--- src/rtl/io_accum_pkg.sv ---
// Shared types and defaults for the io_accum_reg datapath.
// Holds the operation encoding and the default width/offset.
package io_accum_pkg;

   typedef enum logic [1:0] {
      ADD_OFS = 2'b00,
      ACC     = 2'b01,
      SUB_OFS = 2'b10,
      PASS    = 2'b11
   } mode_t;

   localparam int unsigned DEF_WIDTH  = 4;
   localparam int unsigned DEF_OFFSET = 4'b1100;

endpackage

--- src/rtl/io_accum_reg_rca_n.sv ---
// N-bit ripple-carry adder with carry-in.
// Shared by add, accumulate and subtract paths.
module rca_n #(
   parameter int unsigned N = 4
) (
   input  logic [N-1:0] a,
   input  logic [N-1:0] b,
   input  logic         cin,
   output logic [N-1:0] s,
   output logic         co
);

   logic [N:0] c;

   assign c[0] = cin;

   for (genvar i = 0; i < N; i++) begin : g_fa
      assign s[i]   = a[i] ^ b[i] ^ c[i];
      assign c[i+1] = (a[i] & b[i]) | (c[i] & (a[i] ^ b[i]));
   end

   assign co = c[N];

endmodule

--- src/rtl/io_accum_reg.sv ---
// Registered accumulator with constant offset add/subtract,
// optional unsigned saturation and a one-cycle done pulse.
module io_accum_reg
   import io_accum_pkg::*;
#(
   parameter int unsigned WIDTH    = DEF_WIDTH,
   parameter int unsigned OFFSET   = DEF_OFFSET,
   parameter bit          SATURATE = 1'b0
) (
   input  logic             clk,
   input  logic             clr,
   input  logic [WIDTH-1:0] T,
   input  logic             ld,
   input  logic             st,
   input  logic [1:0]       mode,
   output logic [WIDTH-1:0] K,
   output logic             cout,
   output logic             ovf,
   output logic             done
);

   localparam logic [WIDTH-1:0] OFS = WIDTH'(OFFSET);

   logic [WIDTH-1:0] q;
   logic [WIDTH-1:0] op_a;
   logic [WIDTH-1:0] op_b;
   logic             op_cin;
   logic [WIDTH-1:0] sum;
   logic             sum_co;
   logic [WIDTH-1:0] k_nxt;
   logic             c_nxt;
   logic             v_nxt;
   logic             is_sub;

   rca_n #(.N(WIDTH)) u_rca (
      .a   (op_a),
      .b   (op_b),
      .cin (op_cin),
      .s   (sum),
      .co  (sum_co)
   );

   always_comb begin
      op_a   = q;
      op_b   = '0;
      op_cin = 1'b0;
      is_sub = 1'b0;
      c_nxt  = 1'b0;
      v_nxt  = 1'b0;
      unique case (mode_t'(mode))
         ADD_OFS: begin
            op_b  = OFS;
            c_nxt = sum_co;
            v_nxt = sum_co;
         end
         ACC: begin
            op_a  = K;
            op_b  = q;
            c_nxt = sum_co;
            v_nxt = sum_co;
         end
         SUB_OFS: begin
            // q - OFS as q + ~OFS + 1; no carry out means borrow
            op_b   = ~OFS;
            op_cin = 1'b1;
            is_sub = 1'b1;
            c_nxt  = ~sum_co;
            v_nxt  = ~sum_co;
         end
         PASS: begin
            op_b = '0;
         end
      endcase
      k_nxt = sum;
      if (SATURATE && v_nxt) begin
         k_nxt = is_sub ? '0 : '1;
      end
   end

   always_ff @(posedge clk) begin
      if (!clr) begin
         q    <= '0;
         K    <= '0;
         cout <= 1'b0;
         ovf  <= 1'b0;
         done <= 1'b0;
      end else begin
         done <= st;
         if (ld) begin
            q <= T;
         end
         if (st) begin
            K    <= k_nxt;
            cout <= c_nxt;
            ovf  <= v_nxt;
         end
      end
   end

endmodule

--- config.mk ---
export PLATFORM = sky130hd
export DESIGN_NAME = io_accum_reg
export DESIGN_NICKNAME = d
export VERILOG_FILES = /design/src/rtl/io_accum_pkg.sv /design/src/rtl/io_accum_reg_rca_n.sv /design/src/rtl/io_accum_reg.sv
export SDC_FILE = /design/constraint.sdc
export NUM_CORES = 1
export LEC_CHECK = 0
export CAP_MARGIN = 20
export CORE_MARGIN = 5
export CORE_UTILIZATION = 40
export CTS_CLUSTER_DIAMETER = 40
export DETAILED_ROUTE_END_ITERATION = 8
export PLACE_DENSITY = 0.75
export RECOVER_POWER = 100
export SLEW_MARGIN = 20
export SYNTH_ARGS = -nofsm -noshare
export SYNTH_HDL_FRONTEND = slang
export SYNTH_SLANG_ARGS = --single-unit
--- constraint.sdc ---
create_clock -name clk -period 3.69 [get_ports clk]
set_clock_uncertainty 0.15 [all_clocks]
set_input_delay 0.738 -clock clk [delete_from_list [all_inputs] [get_ports clk]]
set_output_delay 0.738 -clock clk [all_outputs]
set_load 0.1 [all_outputs]
Word-level counts from Yosys, hierarchy flattened

Index checks and enable logic that the tools add are counted.

Equality and inequality tests: 3
Bitwise operators: 21
Multiplexer cells: 4
Reductions and logical operators: 2

Operators with widths:

| operator                                                         | count |
|---|---|
| 4-bit case mux with 4 select lines                               | 1 |
| 1-bit bitwise AND                                                | 8 |
| 1-bit XOR                                                        | 8 |
| 2-bit == test (second input constant)                            | 2 |
| 4-bit two-way mux                                                | 1 |
| 1-bit bitwise OR                                                 | 4 |
| 2-bit by 1-bit == test with 1-bit output (second input constant) | 1 |
| 2-bit zero test                                                  | 1 |
| 1-bit case mux with 2 select lines                               | 1 |
| 2-bit OR reduction                                               | 1 |
| 1-bit two-way mux                                                | 1 |
| 1-bit inverter                                                   | 1 |

Output and inout port bits: 7
Input port bits: 10
Register bits: 10

Longest topological paths before layout

Gate-level depths: netlist (run 1).

Depth after elaboration: 13
Mapped depth: 11
Mapped depth without buffers: 10

Modules after synthesis

A second synthesis (run 1) with hierarchy kept.

Cell total of the unflattened synthesis: 61
Area, all modules: 606.8 sq um

Modules (own cells, without submodules):

| module       | cells an instance | sequential area each (sq um) | area each (sq um) | instances |
|---|---|---|---|---|
| io_accum_reg | 47                | 200.2                        | 489.2             | 1 |
| rca_n        | 14                | 0.0                          | 117.6             | 1 |

Worst setup path before layout (run 1)

No wires, ideal clock.

Path type: register to register
From: register K[0]
To: register K[3]
Arrival time: 2839 ps
Required time: 3422 ps
Path slack: 583 ps
Cell stages (with the launch flop): 10
Cells stage by stage: dfxtp_1 mux2i_1 fa_1 inv_1 fa_1 inv_1 fa_1 fa_1 nand2_1 o211a_1

Cells in the longest elaborated chain, start to end: 9

RTL lines:

| what                   | RTL line                 | text |
|---|---|---|
| start, declared        | io_accum_reg.sv:16       | `output logic [WIDTH-1:0] K,` |
| start signal, assigned | io_accum_reg.sv:93       | `K <= k_nxt;` |
| 4-bit two-way mux *    | io_accum_reg.sv:50       | `unique case (mode_t'(mode))` |
| 1-bit XOR              | io_accum_reg_rca_n.sv:19 | `assign c[i+1] = (a[i] & b[i]) \| (c[i] & (a[i] ^ b[i]));` |
| 1-bit bitwise AND      | io_accum_reg_rca_n.sv:19 |  |
| 1-bit bitwise OR *     | io_accum_reg_rca_n.sv:19 |  |
| 1-bit bitwise AND *    | io_accum_reg_rca_n.sv:19 |  |
| 1-bit bitwise OR *     | io_accum_reg_rca_n.sv:19 |  |
| 1-bit bitwise AND *    | io_accum_reg_rca_n.sv:19 |  |
| 1-bit bitwise OR *     | io_accum_reg_rca_n.sv:19 |  |
| 1-bit XOR *            | io_accum_reg_rca_n.sv:18 | `assign s[i] = a[i] ^ b[i] ^ c[i];` |

Mark *: on every way between the ends. The rest lies on a longest branch, timed or not.
A chain may end at the register's enable or synchronous reset.

Final worst setup path (run 1)

From: input port mode[0]
To: register K[3]

Cells in the longest elaborated chain, start to end: 10

RTL lines:

| what                                                                           | RTL line                 | text |
|---|---|---|
| start, declared                                                                | io_accum_reg.sv:15       | `input logic [1:0] mode,` |
| 2-bit == test, or another cell as far along                                    | io_accum_reg.sv:50       |  |
| 4-bit case mux with 4 select lines / 4-bit two-way mux (equally long branches) | io_accum_reg.sv:50       |  |
| 1-bit XOR                                                                      | io_accum_reg_rca_n.sv:19 |  |
| 1-bit bitwise AND                                                              | io_accum_reg_rca_n.sv:19 |  |
| 1-bit bitwise OR                                                               | io_accum_reg_rca_n.sv:19 |  |
| 1-bit bitwise AND                                                              | io_accum_reg_rca_n.sv:19 |  |
| 1-bit bitwise OR                                                               | io_accum_reg_rca_n.sv:19 |  |
| 1-bit bitwise AND                                                              | io_accum_reg_rca_n.sv:19 |  |
| 1-bit bitwise OR                                                               | io_accum_reg_rca_n.sv:19 |  |
| 1-bit XOR *                                                                    | io_accum_reg_rca_n.sv:18 |  |

Marked as above.

==> metrics, run 1 <==
die area 2280 sq um; synthesized area 571 sq um; Final ANT Viol Nets 0; share of cells above drive strength 1 6.94%; CP Data Required Time 3.75 ns; number of flops mapped to enable cells by yosys 0; final total power 0.000302 W; # resized after CTS 0; crit path kind in -> reg; dpl cell area 739 sq um; wire length of the first global-routing pass 1770 um; Final Cycle Share 90.8%; final hold violation count 0; synthesized area per cell 10.4 sq um; maximum buffer depth of the clock tree 2; status complete, no violations; number of global-route vias before repair 400; Worst Path Buf+Inv 3; Layout Nets 88; hold_sp K[3]; I/O pins 17; pre-CTS WS 0.0463 ns; Area growth syn-to-layout 32.2%; RePlAce Congestion 0.771; RSZ-0062 raised after global routing no; ant diodes 0; Cell Pwr Density 400 nW/um^2; max frequency 298 MHz; register area 200 sq um; largest net degree at the start of global routing 11; multi-input combinational cell area 319 sq um; maximum VDD drop 223 uV; Setup Fix Bufs, Post-CTS 0; slowest stage cell, crit path clkdlybuf4s50_1; flops & latches, synth 10; die boundary width 47.8 um; Crit. End Element flop; WP data arrival 3.41 ns; # port buffers 16; GRT Util Overall 11.8%; CP Cell Sequence clkdlybuf4s50_1 > nor2b_1 > clkbuf_1 > mux2_4 > fa_1 > inv_1 > fa_1 > fa_1 > nand2_1 > o211a_1; worst-margin pin slew 0.988 ns; setup_tns 0 ns; TritonCTS clock tree done; ys async rst share 0%; Post-Syn Instances 55; predominant post-synthesis flop cell dfxtp_1; post-synth net total 69; initial DRC count 4; WL/cell 12.3 um; vias per cell 4.98; Initial Util 43.3%; Synth cell types 19; WHS 0.352 ns; initial antenna violation count 0; MaxCap Viol Count 0; WP depth 10; # clock sinks 10; Critical Path Source mode[0]; TritonCTS buffer count 3; max-slew violation count 0; hold_buf cts 0; Clk pin slew, worst setup/hold paths 0.06 ns; fin crit period 3.35 ns; crit start category input port; clk_lat worst skew 0.26 ns; relative slew slack 33.9%; worst min-delay path category reg -> reg; design area 754 sq um; FILL cells 113; clock root buffer clkbuf_4; final wirelength 1070 um; Detailed Routing Iterations Pass 1 4; Reg2Reg Depth 9; most frequent CP cell fa_1; P_leak 0.348 nW; grt total ovfl 0; HPWL after DPL 830 um; start of the worst register-to-register path q[0]; Synth warnings 0; Seq/Total Area, Yosys 35.1%; die height 47.8 um; CP top delay family adder cells; Max stage delay on crit path 0.50 ns; Crit Path Max Fanout 4; Core ar. 1320 sq um; worst hold path depth 1; FP Rows 13; Final Setup Violations 0; final worst slack 0.339 ns; Residual DRC 0; H-tree depth 1; number of vias in the routed layout 433
==> registers in the layout (all words and copies together) (netlist names) <==
| name | cells |
|---|---|
| ovf | 1 |
| done | 1 |
| q | 4 |
| K | 4 |
==> cells in the mapped netlist (all sizes together), types with 2 or more instances <==
library cell | instances | area share [%]
a21o | 3 | 3.9
dfxtp | 10 | 35
o211a | 3 | 5.3
nand2 | 3 | 2.0
a21oi | 2 | 1.8
inv | 5 | 3.3
nor2b | 7 | 7.7
fa | 4 | 14
clkbuf | 2 | 1.5
buf | 3 | 4.2
mux2i | 8 | 14
==> worst register-to-register path, stage by stage, from the launching register on <==
cell and delay [ns]:
dfxtp_1 0.36, mux2i_1 0.11, fa_1 0.39, inv_1 0.07
fa_1 0.17, inv_1 0.05, fa_1 0.37, fa_1 0.49
nand2_1 0.05, o211a_1 0.12
==> final timing paths <==
| check | slack (ns) | end |
|---|---|---|
| worst min-delay path | 0.35 | K[3] |
| worst max register to register | 1.25 | K[3] |
| worst min register to register | 0.35 | K[3] |
| worst max-delay path | 0.34 | K[3] |
==> report_power, final <==
| part | internal [W] | total [W] | switching (W) |
|---|---|---|---|
| logic | 0.0000357 | 0.000106 | 0.0000707 |
| clock network | 0.0000377 | 0.0000736 | 0.0000360 |
| registers | 0.000116 | 0.000122 | 0.00000551 |
| total | 0.000190 | 0.000302 | 0.000112 |
==> placed cells by master, fill, tap and decap left out <==
| cell type | n |
|---|---|
| clkbuf_1 | 2 |
| mux2_4 | 1 |
| mux2i_1 | 8 |
| nand2_1 | 3 |
| o21a_1 | 1 |
| dlygate4sd3_1 | 9 |
| nor2b_1 | 7 |
| o211a_1 | 3 |
| a21oi_1 | 2 |
| clkdlybuf4s50_1 | 7 |
| a21o_1 | 3 |
| buf_4 | 1 |
| clkbuf_4 | 3 |
| and2_1 | 1 |
| dfxtp_1 | 10 |
| fa_1 | 4 |
| nand3b_1 | 1 |
| o21ai_0 | 1 |
| inv_1 | 5 |
==> logic make-up (layout without fill, tap and decap cells) <==
family,after synthesis,in the layout,share of synthesized area [%]
fa+ha+maj,4,4,14.0
compound gates,10,10,13.2
simple gates,12,12,12.1
flops,10,10,35.1
mux,9,9,16.7
buf+inv,10,27,8.99
==> layout make-up <==
class                   instances  share of cell area (%)
clock buffers                   3                    2.99
repair buffers                 19                    23.2
well taps                      15                    2.49
inverters                       5                    2.49
flip-flops and latches         10                    26.5
multi-input cells              35                    42.3
==> through the flow <==
stage / instances / util, %
3_5_place_dp: 84 / 56.1
4_1_cts: 87 / 57.8
2_1_floorplan: 55 / -
3_3_place_gp: 84 / 56.1
6_report: 87 / 57.3
5_1_grt: 87 / 57.3
==> routing by layer <==
metal  share of wire, %  vias to the layer above  GRT usage [%]
met1                 43                      207           12.6
li1                   -                      215              -
met5                  0                        -              0
met4                  0                        0           4.84
met3                6.2                        0           6.77
met2                 51                       11           19.0
(Power assumes the default switching activity.)
==> inputs of run 2 (changes only) <==
==> constraint.sdc (replaced) <==
create_clock -name clk -period 3.8 [get_ports clk]
set_clock_uncertainty 0.15 [all_clocks]
set_input_delay 0.76 -clock clk [delete_from_list [all_inputs] [get_ports clk]]
set_output_delay 0.76 -clock clk [all_outputs]
set_load 0.1 [all_outputs]
==> metrics, run 2 (synthesis results as in run 1) <==
Crit Path Max Fanout 5; Max stage delay on crit path 0.59 ns; status complete, no violations; FILL cells 111; Area growth syn-to-layout 32.2%; fin crit period 3.50 ns; wire length of the first global-routing pass 1700 um; RSZ-0062 raised after global routing no; setup_tns 0 ns; RePlAce Congestion 0.769; TritonCTS buffer count 3; die boundary width 47.8 um; WL/cell 12.0 um; Core ar. 1320 sq um; # clock sinks 10; initial DRC count 6; CP Data Required Time 3.83 ns; slowest stage cell, crit path dlygate4sd3_1; multi-input combinational cell area 319 sq um; final wirelength 1030 um; H-tree depth 1; worst min-delay path category reg -> reg; Layout Nets 87; crit path kind in -> reg; clk_lat worst skew 0.26 ns; WP data arrival 3.54 ns; GRT Util Overall 11.6%; max frequency 285 MHz; # resized after CTS 0; MaxCap Viol Count 0; Initial Util 43.3%; CP Cell Sequence dlygate4sd3_1 > nor2b_1 > mux2i_1 > fa_1 > inv_1 > fa_1 > inv_1 > fa_1 > fa_1 > o21a_1 > a21oi_1; Setup Fix Bufs, Post-CTS 0; I/O pins 17; final hold violation count 0; number of vias in the routed layout 417; Critical Path Source mode[0]; die area 2280 sq um; Residual DRC 0; # port buffers 16; largest net degree at the start of global routing 11; Clk pin slew, worst setup/hold paths 0.06 ns; maximum buffer depth of the clock tree 2; max-slew violation count 0; die height 47.8 um; initial antenna violation count 0; Cell Pwr Density 383 nW/um^2; WHS 0.351 ns; reg-to-reg setup timing slack 1.34 ns; grt total ovfl 0; most frequent cells in the layout 10 x dfxtp_1, 10 x dlygate4sd3_1, 8 x mux2i_1; Final Cycle Share 92.2%; share of cells above drive strength 1 8.45%; HPWL after DPL 812 um; Detailed Routing Iterations Pass 1 4; start of the worst register-to-register path q[0]; hold_sp K[2]; ant diodes 0; Final Setup Violations 0; Final ANT Viol Nets 0; most frequent CP cell fa_1; maximum VDD drop 237 uV; FP Rows 13; number of global-route vias before repair 398; clock root buffer clkbuf_4; P_leak 0.351 nW; vias per cell 4.85; TritonCTS clock tree done; Crit. End Element flop; hold_buf cts 0; register area 200 sq um; worst-margin pin slew 0.979 ns; crit start category input port; relative slew slack 34.5%; registers with the most flip-flops K: 4 flops, q: 4 flops
[run 2: cell types whose count changed in the layout (fill, tap and decap cells not counted), sizes merged]
cell,change
buf,+1
dlygate4sd3,+1
clkbuf,-2
clkdlybuf4s50,-1
[run 2: per-stage QoR]
step                      util (%)  worst slack, ns  cell area (sq um)  std cells  total power, W
after global routing          57.3            0.171                754         86        0.000311
after floorplan                  -            0.693                571         55        0.000200
after CTS                     57.3            0.357                754         86        0.000297
after detailed placement      55.6            0.110                732         83        0.000227
final                         57.3            0.296                754         86        0.000289
after global placement        55.6            0.169                732         83        0.000225
[run 2: where the power goes]
group	internal, W	switching [W]
clock	0.0000363	0.0000311
sequential	0.000113	0.00000534
combinational	0.0000347	0.0000687
[run 2: layout make-up]
type,instances,share of cell area [%]
Timing Repair Buffer,18,23.2
Inverter,5,2.49
Clock buffer,3,2.99
Multi-Input combinational cell,35,42.3
Tap cell,15,2.49
Sequential cell,10,26.5
[run 2: path summary, 6_finish.rpt]
check / end / cells past startpoint
min reg2reg: K[2] / 1
max: ovf / 11
min: K[2] / 1
max reg2reg: ovf / 9
[run 2: worst max-delay path, delay by kind of cell]
family	cells	cell delay, ns
adder cells (fa/ha/maj)	4	1.33
buffers and inverters	3	0.72
AO/OA/AOI/OAI	2	0.31
AND/OR/NAND/NOR	1	0.27
multiplexers	1	0.14
[run 2: per-layer routing]
| layer | global-route usage (%) | vias up | part of all wire [%] |
|---|---|---|---|
| li1 | - | 211 | - |
| met3 | 6.77 | 2 | 6.8 |
| met1 | 13.5 | 192 | 40 |
| met4 | 6.45 | 0 | 1.7 |
| met5 | 0 | - | 0 |
| met2 | 16.6 | 12 | 51 |
==> inputs of run 3 (changes only) <==
--- a/config.mk
+++ b/config.mk
@@ -10,7 +10,8 @@
 export CORE_UTILIZATION = 40
 export CTS_CLUSTER_DIAMETER = 40
 export DETAILED_ROUTE_END_ITERATION = 8
-export PLACE_DENSITY = 0.75
+export DONT_BUFFER_PORTS = 1
+export PLACE_DENSITY = 0.59
 export RECOVER_POWER = 100
 export SLEW_MARGIN = 20
 export SYNTH_ARGS = -nofsm -noshare
==> metrics, run 3 (synthesis results as in run 1) <==
status complete, but fails checks; failing checks max-capacitance violations, max-slew violations; clk_lat worst skew 0.26 ns; Residual DRC 0; wire length of the first global-routing pass 1780 um; clock root buffer clkbuf_4; worst-margin pin slew 1.88 ns; Crit. End Element flop; Worst Path Buf+Inv 2; Core ar. 1320 sq um; CP Cell Sequence nor2b_1 > mux2i_1 > fa_1 > inv_1 > fa_1 > inv_1 > fa_1 > fa_1 > o21a_1 > a21oi_1; max frequency 317 MHz; die boundary width 47.8 um; RePlAce Congestion 0.693; Area growth syn-to-layout 4.82%; final worst slack 0.645 ns; initial antenna violation count 0; max-slew violation count 2; fin crit period 3.15 ns; grt total ovfl 0; die height 47.8 um; ant diodes 0; worst hold path depth 2; final total power 0.000270 W; HPWL after DPL 724 um; maximum VDD drop 207 uV; Reg2Reg Depth 8; largest net degree at the start of global routing 11; final wirelength 953 um; relative slew slack -25.4%; MaxCap Viol Count 1; Final Setup Violations 0; WL/cell 13.2 um; Cell Pwr Density 451 nW/um^2; Clk pin slew, worst setup/hold paths 0.06 ns; pre-CTS WS 0.348 ns; WP data arrival 3.19 ns; RSZ-0062 raised after global routing no; P_leak 0.273 nW; final hold violation count 0; Max stage delay on crit path 0.47 ns; Detailed Routing Iterations Pass 1 2; crit path kind in -> reg; I/O pins 17; setup_tns 0 ns; registers with the most flip-flops K: 4 flops, q: 4 flops; Layout Nets 73; # port buffers 0; CP top delay family adder cells; Crit Path Max Fanout 6; most frequent cells in the layout 10 x dfxtp_1, 8 x mux2i_1, 7 x nor2b_1; crit start category input port; number of global-route vias before repair 403; FP Rows 13; initial DRC count 2; number of vias in the routed layout 371; hold_buf cts 0; GRT Util Overall 11.7%; share of cells above drive strength 1 8.77%; die area 2280 sq um; TritonCTS buffer count 3; slowest stage cell, crit path nor2b_1; vias per cell 5.15; worst min-delay path category reg -> reg; Final ANT Viol Nets 0; TritonCTS clock tree done; H-tree depth 1; # clock sinks 10; WP depth 10; Final Cycle Share 83.0%; # resized after CTS 0; Setup Fix Bufs, Post-CTS 0; commonest non-fill, non-tap cell in the layout dfxtp_1; Initial Util 43.3%; maximum buffer depth of the clock tree 2; CP Data Required Time 3.84 ns; most frequent CP cell fa_1
-- run 3: final cells by class --
| type | count | area [sq um] |
|---|---|---|
| clock buffer | 3 | 22.5 |
| fill | 137 | 719 |
| inverter | 5 | 18.8 |
| multi-input combinational | 35 | 319 |
| sequential | 10 | 200 |
| tap | 15 | 18.8 |
| timing repair buffer | 4 | 18.8 |
-- run 3: tightest hold or removal path, delay by kind of cell, from the launching register on --
family | cells | cell delay, ns
and+or+nand+nor | 1 | 0.05
muxes | 1 | 0.12
DFF | 1 | 0.33
-- run 3: routing by layer --
layer | global-route usage (%) | share of wire (%)
met1 | 12.5 | 40
met2 | 18.7 | 51
met3 | 6.77 | 8.5
met4 | 4.84 | 0
met5 | 0 | 0
-- run 3: per-stage QoR --
step	hold WS [ns]	util (%)	instance area, sq um	std cells
2_1_floorplan	0.355	-	571	55
3_3_place_gp	0.380	44.6	588	69
3_5_place_dp	0.395	44.6	588	69
4_1_cts	0.401	46.3	611	72
5_1_grt	0.422	45.4	598	72
6_report	0.393	45.4	598	72
-- run 3: where the power goes --
group | internal (W) | switching (W)
registers | 0.000113 | 0.0000187
logic | 0.0000210 | 0.0000481
clock network | 0.0000364 | 0.0000326
-- run 3: worst paths after layout --
kind              slack [ns]  endpoint  startpoint
setup / recovery        0.65       ovf     mode[0]
hold / removal          0.39      q[1]        q[1]
setup reg to reg        0.73       ovf        K[1]
hold reg to reg         0.39      q[1]        q[1]
